==> src/rtl/serial_eq_compare_ctrl_if.sv <==
// Request/response bundle between a requester and the serial equality sequencer.
// The requester drives start and the operands; the sequencer returns status and result.
interface serial_eq_compare_ctrl_if #(
    parameter int W     = 5,
    parameter int IDX_W = 3
);
    logic             start;
    logic [W-1:0]     x;
    logic [W-1:0]     y;
    logic             busy;
    logic             done;
    logic             eq;
    logic             mism_valid;
    logic [IDX_W-1:0] mism_idx;

    modport master (
        output start, x, y,
        input  busy, done, eq, mism_valid, mism_idx
    );

    modport slave (
        input  start, x, y,
        output busy, done, eq, mism_valid, mism_idx
    );
endinterface

==> src/rtl/serial_eq_compare_ctrl.sv <==
// Word equality checker that reuses one XNOR cell across all bit positions,
// scanning LSB-first and reporting the lowest mismatching bit index.
module serial_eq_compare_ctrl #(
    parameter int W          = 5,
    parameter int IDX_W      = 3,
    parameter bit EARLY_EXIT = 1'b0
) (
    input  logic                   clk,
    input  logic                   rst_n,
    serial_eq_compare_ctrl_if.slave bus
);
    typedef enum logic [1:0] {
        IDLE = 2'd0,
        CMP  = 2'd1,
        DONE = 2'd2
    } state_t;

    state_t state_q, state_d;

    logic [W-1:0]     xs_q;
    logic [W-1:0]     ys_q;
    logic [IDX_W-1:0] idx_q;
    logic             acc_q;
    logic             eq_q;
    logic             mism_valid_q;
    logic [IDX_W-1:0] mism_idx_q;

    logic bit_eq;
    logic last_bit;
    logic finish;

    // The single shared equality cell: always looks at bit 0 of the shifters.
    assign bit_eq   = ~(xs_q[0] ^ ys_q[0]);
    assign last_bit = (idx_q == IDX_W'(W - 1));
    assign finish   = last_bit | (EARLY_EXIT & ~bit_eq);

    always_ff @(posedge clk or negedge rst_n) begin
        if (!rst_n) begin
            state_q <= IDLE;
        end else begin
            state_q <= state_d;
        end
    end

    always_comb begin
        state_d = state_q;
        case (state_q)
            IDLE:    if (bus.start) state_d = CMP;
            CMP:     if (finish) state_d = DONE;
            DONE:    state_d = IDLE;
            default: state_d = IDLE;
        endcase
    end

    // eq is loaded on the final compare so it is already valid in the done cycle.
    always_ff @(posedge clk or negedge rst_n) begin
        if (!rst_n) begin
            xs_q         <= '0;
            ys_q         <= '0;
            idx_q        <= '0;
            acc_q        <= 1'b0;
            eq_q         <= 1'b0;
            mism_valid_q <= 1'b0;
            mism_idx_q   <= '0;
        end else begin
            case (state_q)
                IDLE: begin
                    if (bus.start) begin
                        xs_q         <= bus.x;
                        ys_q         <= bus.y;
                        idx_q        <= '0;
                        acc_q        <= 1'b1;
                        eq_q         <= 1'b0;
                        mism_valid_q <= 1'b0;
                        mism_idx_q   <= '0;
                    end
                end
                CMP: begin
                    acc_q <= acc_q & bit_eq;
                    if (!bit_eq && !mism_valid_q) begin
                        mism_valid_q <= 1'b1;
                        mism_idx_q   <= idx_q;
                    end
                    if (finish) begin
                        eq_q <= acc_q & bit_eq;
                    end else begin
                        xs_q  <= xs_q >> 1;
                        ys_q  <= ys_q >> 1;
                        idx_q <= idx_q + IDX_W'(1);
                    end
                end
                default: ;
            endcase
        end
    end

    assign bus.busy       = (state_q == CMP);
    assign bus.done       = (state_q == DONE);
    assign bus.eq         = eq_q;
    assign bus.mism_valid = mism_valid_q;
    assign bus.mism_idx   = mism_idx_q;
endmodule

==> src/flat_wrapper.sv <==
// flat-port wrapper written by rule: the top's interface ports become plain ports
module serial_eq_compare_ctrl_flat 
#(
    parameter int W          = 5,
    parameter int IDX_W      = 3,
    parameter bit EARLY_EXIT = 1'b0
)
  (clk, rst_n, bus_start, bus_x, bus_y, bus_busy, bus_done, bus_eq, bus_mism_valid, bus_mism_idx);
  serial_eq_compare_ctrl_if #(.W(W), .IDX_W(IDX_W)) bus_i ();
  input  logic clk;
  input  logic rst_n;
  input wire logic [$bits(bus_i.start)-1:0] bus_start;
  input wire logic [$bits(bus_i.x)-1:0] bus_x;
  input wire logic [$bits(bus_i.y)-1:0] bus_y;
  output wire logic [$bits(bus_i.busy)-1:0] bus_busy;
  output wire logic [$bits(bus_i.done)-1:0] bus_done;
  output wire logic [$bits(bus_i.eq)-1:0] bus_eq;
  output wire logic [$bits(bus_i.mism_valid)-1:0] bus_mism_valid;
  output wire logic [$bits(bus_i.mism_idx)-1:0] bus_mism_idx;
  assign bus_i.start = bus_start;
  assign bus_i.x = bus_x;
  assign bus_i.y = bus_y;
  assign bus_busy = bus_i.busy;
  assign bus_done = bus_i.done;
  assign bus_eq = bus_i.eq;
  assign bus_mism_valid = bus_i.mism_valid;
  assign bus_mism_idx = bus_i.mism_idx;
  serial_eq_compare_ctrl #(.W(W), .IDX_W(IDX_W), .EARLY_EXIT(EARLY_EXIT)) u_core (.clk(clk), .rst_n(rst_n), .bus(bus_i));
endmodule
==> config.mk <==
export PLATFORM = sky130hd
export DESIGN_NAME = serial_eq_compare_ctrl_flat
export DESIGN_NICKNAME = d
export VERILOG_FILES = /design/src/rtl/serial_eq_compare_ctrl_if.sv /design/src/rtl/serial_eq_compare_ctrl.sv /design/src/flat_wrapper.sv
export SDC_FILE = /design/constraint.sdc
export NUM_CORES = 1
export LEC_CHECK = 0
export BUFFER_PORTS_ARGS = -buffer_cell sky130_fd_sc_hd__buf_4
export CAP_MARGIN = 10
export CORE_MARGIN = 2
export CORE_UTILIZATION = 45
export DETAILED_ROUTE_END_ITERATION = 6
export GPL_TIMING_DRIVEN = 0
export PLACE_DENSITY = 0.7
export SLEW_MARGIN = 20
export SYNTH_ARGS = -nofsm -noshare
export SYNTH_HDL_FRONTEND = slang
export SYNTH_SLANG_ARGS = --single-unit
==> constraint.sdc <==
create_clock -name clk -period 2 [get_ports clk]
set_clock_uncertainty 0.05 [all_clocks]
set_input_delay 0.1 -clock clk [delete_from_list [all_inputs] [get_ports clk]]
set_output_delay 0.1 -clock clk [all_outputs]
set_load 0.005 [all_outputs]
# Yosys cells after proc, flatten, opt, wreduce, memory -nomap -nowiden
# Cells that the tools add are included.
[totals]
reg_bits = 21
out_inout_bits = 7
wordCells = 49
[op_classes]
n_addsub = 1
n_eq_ne = 7
mux = 21
bitwise_logic = 3
n_reduce_logical = 9
[ops]
columns = ["cell", "count"]
rows = [
  ["$mux 5", 4],
  ["$pmux 5 s2", 2],
  ["$pmux 3 s2", 2],
  ["$mux 3", 3],
  ["$reduce_and 3->1", 3],
  ["$pmux 1 s2", 3],
  ["$mux 1", 4],
  ["$mux 2", 2],
  ["$ne 2x1->1 const B", 2],
  ["$ne 2x2->1 const B", 2],
  ["$pmux 2 s2", 1],
  ["$reduce_and 2->1", 2],
  ["$add 3x1->3 const B", 1],
  ["$eq 3x3->1 const B", 1],
  ["$eq 2x1->1 const B", 1],
  ["$eq 2x2->1 const B", 1],
  ["$logic_not 2->1", 1],
  ["$reduce_bool 2->1", 1],
  ["$and 1x1->1", 1],
  ["$logic_and 1x1->1", 1],
  ["$logic_not 1->1", 1],
  ["$not 1->1", 1],
  ["$xor 1x1->1", 1],
]

# Logic depth before layout (Yosys ltp)
[depth]
word_depth = 5
ltp_mapped = 7
mapped_depth_nobuf = 6

# Worst setup path after synthesis
# No wires, ideal clock.
[synth_timing]
kind = "flip-flop to flip-flop"
start = "reg u_core.idx_q[0]"
end = "reg u_core.xs_q[1]"
setup_time_ps = 125
t_arrival_ps = 1639
t_required_ps = 1825
slack_ps = 186
stages_incl_launch_ff = 8
n_path_buf = 1
synth_period_minus_slack_ps = 1814
cell_sequence = "dfrtp_1 inv_1 ha_1 and3_1 or3_4 clkinv_2 buf_12 mux2_4"
[synth_between]
elab_chain_len = 3
[synth_lines]
columns = ["element", "line_no", "text"]
rows = [
  ["from (decl)", "serial_eq_compare_ctrl.sv:22", "logic [IDX_W-1:0] idx_q;"],
  ["from (signal assigned)", "serial_eq_compare_ctrl.sv:89", "idx_q <= idx_q + IDX_W'(1);"],
  ["$eq 3x3->1", "serial_eq_compare_ctrl.sv:34", "assign last_bit = (idx_q == IDX_W'(W - 1));"],
  ["$ne 2x2->1 (no source line)", "n/a", ""],
  ["$reduce_and 3->1 (no source line)", "n/a", ""],
  ["to (signal assigned)", "serial_eq_compare_ctrl.sv:69", "xs_q <= bus.x;"],
  ["to (signal assigned)", "serial_eq_compare_ctrl.sv:87", "xs_q <= xs_q >> 1;"],
  ["to (decl)", "serial_eq_compare_ctrl.sv:20", "logic [W-1:0] xs_q;"],
]
# Every way passes these cells.
# A chain may end at the register's enable or synchronous reset.

# Worst setup path in the final report
# Same ends and word-level chain as after synthesis.

==> flow_metrics.py <==
metrics = {
    "logic_synthesis": {
        "yosysSeqAreaShare_pct": 50.36,
        "synth.ff_latch_count": 21,
        "syn_area_per_cell_um2": 13.55,
        "ys_types": 30,
        "synth_warnings": 0,
        "syn_inst": 77,
        "netlist_area_um2": 1044,
        "syn_nets": 92,
    },
    "timing": {
        "hold_slack_ns": 0.09772,
        "rsz0062_at_grt": "false",
        "hold_violations": 0,
        "drv_slew": 0,
        "setup-tns-final_ns": 0,
        "setup_viol": 0,
        "fmax_mhz": 520.0,
        "fin_crit_sh_pct": 96.15,
        "layout_min_cycle_time_ns": 1.923,
        "relSlewSlack_pct": 64.48,
        "finalWorstSetupSlack_ns": 0.07690,
        "worst_slew_pin_slew_ns": 0.5305,
    },
    "final_layout": {
        "final_common_cell": "dfrtp_1",
        "fin_nets": 120,
        "area_growth_pct": 24.70,
        "fillers": 191,
        "multi_input_area_um2": 474.2,
        "layout_common_cells": "dfrtp_1 (21), buf_4 (20), mux2_4 (12)",
        "final-instance-count-excl-fill": 132,
        "drive_gt1_share_pct": 45.19,
        "seqCellArea_um2": 525.5,
        "insertedDiodeCount": 0,
        "post-route-util_pct": 58.82,
    },
    "floorplanning": {
        "start_util_pct": 47.17,
        "rows": 17,
        "num_io_pins": 20,
        "die_w_um": 52.16,
        "die_area_um2": 2720,
        "coreArea_um2": 2212,
        "die_height_um": 52.16,
    },
    "setup_path": {
        "reg2reg_to": "u_core.xs_q[1]",
        "required_ns": 2.14,
        "crit_path_max_fanout": 10,
        "rr_worst_depth": 7,
        "cp.arrival_ns": 2.07,
        "critPathLaunchType": "flip-flop",
        "cp-end-kind": "flip-flop",
        "rrSetupSlack_ns": 0.08,
        "worst-setup-path-type": "reg -> reg",
        "r2r-start": "u_core.idx_q[0]",
    },
    "global_routing": {
        "grt_overflow": 0,
        "grt_pass1_vias": 693,
        "grtUsageTotal_pct": 16.35,
        "antenna_found_initial": 0,
        "grt_pass1_wl_um": 3222,
        "grt_max_degree": 22,
    },
    "placed_design": {
        "pre_cts_slack_ns": 0.02153,
        "hpwl_um": 1389,
        "place.gp.congestion": 0.7321,
        "dp.cells": 124,
        "port_buffers": 19,
    },
    "cts": {
        "clockBufferDepth": 2,
        "cts_sinks": 21,
        "htreeDepth": 1,
        "clk_pin_slew_worst_paths_ns": 0.13,
        "cts_root_buf": "clkbuf_4",
        "cts_inserted_buffers": 3,
        "cts_tree": "yes",
        "clock_latency_ns": 0.31,
    },
    "drt": {
        "wl_per_cell_um": 14.46,
        "antenna_left": 0,
        "vias": 675,
        "routed_via_density": 5.114,
        "routed_wl_um": 1909,
        "drt_iter0_markers": 4,
        "drt_pass1_iterations": 4,
        "drcViolationCount": 0,
    },
    "power_and_ir_drop": {
        "worst_ir_drop_vdd_mv": 0.8634,
        "p_per_area_nw_per_um2": 1618,
        "leakage_uw": 0.0006595,
    },
    "hold_path": {
        "hold_class": "in -> reg",
        "min_to": "u_core.xs_q[2]",
        "min_path_cells": 3,
        "hp-start": "bus_x[2]",
    },
    "job": {
        "cap_violations": 0,
    },
    "outcome": {
        "status": "completed",
    },
}
worst max-delay path, cell delays in order, from the launching register on:
cell	delay [ns]
dfrtp_1	0.37
inv_1	0.10
ha_4	0.19
and3_1	0.18
or3_4	0.40
clkinv_2	0.09
buf_12	0.13
mux2_4	0.30
report_power, final:
part	internal, uW	switching, uW	leakage (uW)
sequential	609	119	0.000265
combinational	696	471	0.000381
clock	76.1	134	0.0000139
total	1380	724	0.000659
synth_stat cells (all sizes together):
| master | number | area share, % |
|---|---|---|
| nand3 | 2 | 0.96 |
| buf | 3 | 3.5 |
| clkinv | 1 | 0.48 |
| a21oi | 1 | 0.48 |
| or3 | 2 | 1.7 |
| nor3b | 1 | 1.2 |
| nor2 | 2 | 0.72 |
| o21ai | 4 | 1.9 |
| dfrtp | 21 | 50 |
| a22o | 2 | 1.7 |
| mux2i | 2 | 1.9 |
| nand2 | 1 | 0.36 |
| a31oi | 1 | 0.60 |
| nor3 | 1 | 0.48 |
| nand2b | 4 | 2.6 |
| and3 | 1 | 0.60 |
| mux2 | 17 | 23 |
| ha | 2 | 2.4 |
| a32o | 1 | 0.96 |
| nor2b | 2 | 1.2 |
| xnor2 | 1 | 0.84 |
| and4b | 1 | 0.96 |
| inv | 4 | 1.4 |
worst max-delay path by stage:
stage                      to            start  slack (ns)  cells after the start
6_report       u_core.xs_q[1]  u_core.idx_q[0]        0.08                      7
5_1_grt        u_core.xs_q[1]  u_core.idx_q[0]        0.01                      7
4_1_cts        u_core.xs_q[1]  u_core.idx_q[0]        0.05                      7
3_5_place_dp   u_core.xs_q[1]  u_core.idx_q[0]        0.02                      7
3_3_place_gp   u_core.ys_q[2]  u_core.idx_q[0]        0.09                      7
2_1_floorplan  u_core.xs_q[1]  u_core.idx_q[0]        0.19                      7
layout make-up:
| type | count | share of cell area [%] |
|---|---|---|
| Sequential cell | 21 | 40.38 |
| Inverter | 5 | 1.538 |
| Clock inverter | 1 | 0.5769 |
| Tap cell | 28 | 2.692 |
| Timing Repair Buffer | 23 | 13.85 |
| Multi-Input combinational cell | 48 | 36.44 |
| Clock buffer | 3 | 1.731 |
| Buffer | 3 | 2.788 |
state kept, by name, indices dropped and copies added, names as in the netlist:
signal	count
u_core.ys_q	5
u_core.xs_q	5
u_core.acc_q	1
u_core.bus.mism_valid	1
u_core.idx_q	3
u_core.bus.mism_idx	3
u_core.bus.eq	1
u_core.state_q	2
through the flow:
stage	cell area (um2)	power (uW)
after floorplan	1044	1585
after global placement	1221	1810
after detailed placement	1221	1862
after CTS	1284	2089
after global routing	1301	2275
final	1301	2105
what timing repair did:
action	4_1_cts	5_1_grt
setup buffers	0	1
setup endpoints to repair	1	7
gates resized for setup	1	1
hold buffers	3	0
endpoints found under the hold margin	23	0
metal layers:
layer	GRT usage (%)	wire, um	vias up
met2	27.85	1003	14
li1	-	-	324
met4	5.128	25	0
met1	21.31	820	333
met3	2.586	60	4
met5	0	0	-
cell families after synthesis:
| kind of cell | Yosys count | synth area share [%] |
|---|---|---|
| AND/OR/NAND/NOR | 17 | 10.79 |
| adder cells (fa/ha/maj) | 2 | 2.398 |
| XOR/XNOR | 1 | 0.8395 |
| AO/OA/AOI/OAI | 9 | 5.636 |
| flip-flops | 21 | 50.36 |
| multiplexers | 19 | 24.58 |
| buffers and inverters | 8 | 5.394 |
Note: power is estimated with default switching activity, not from simulation.
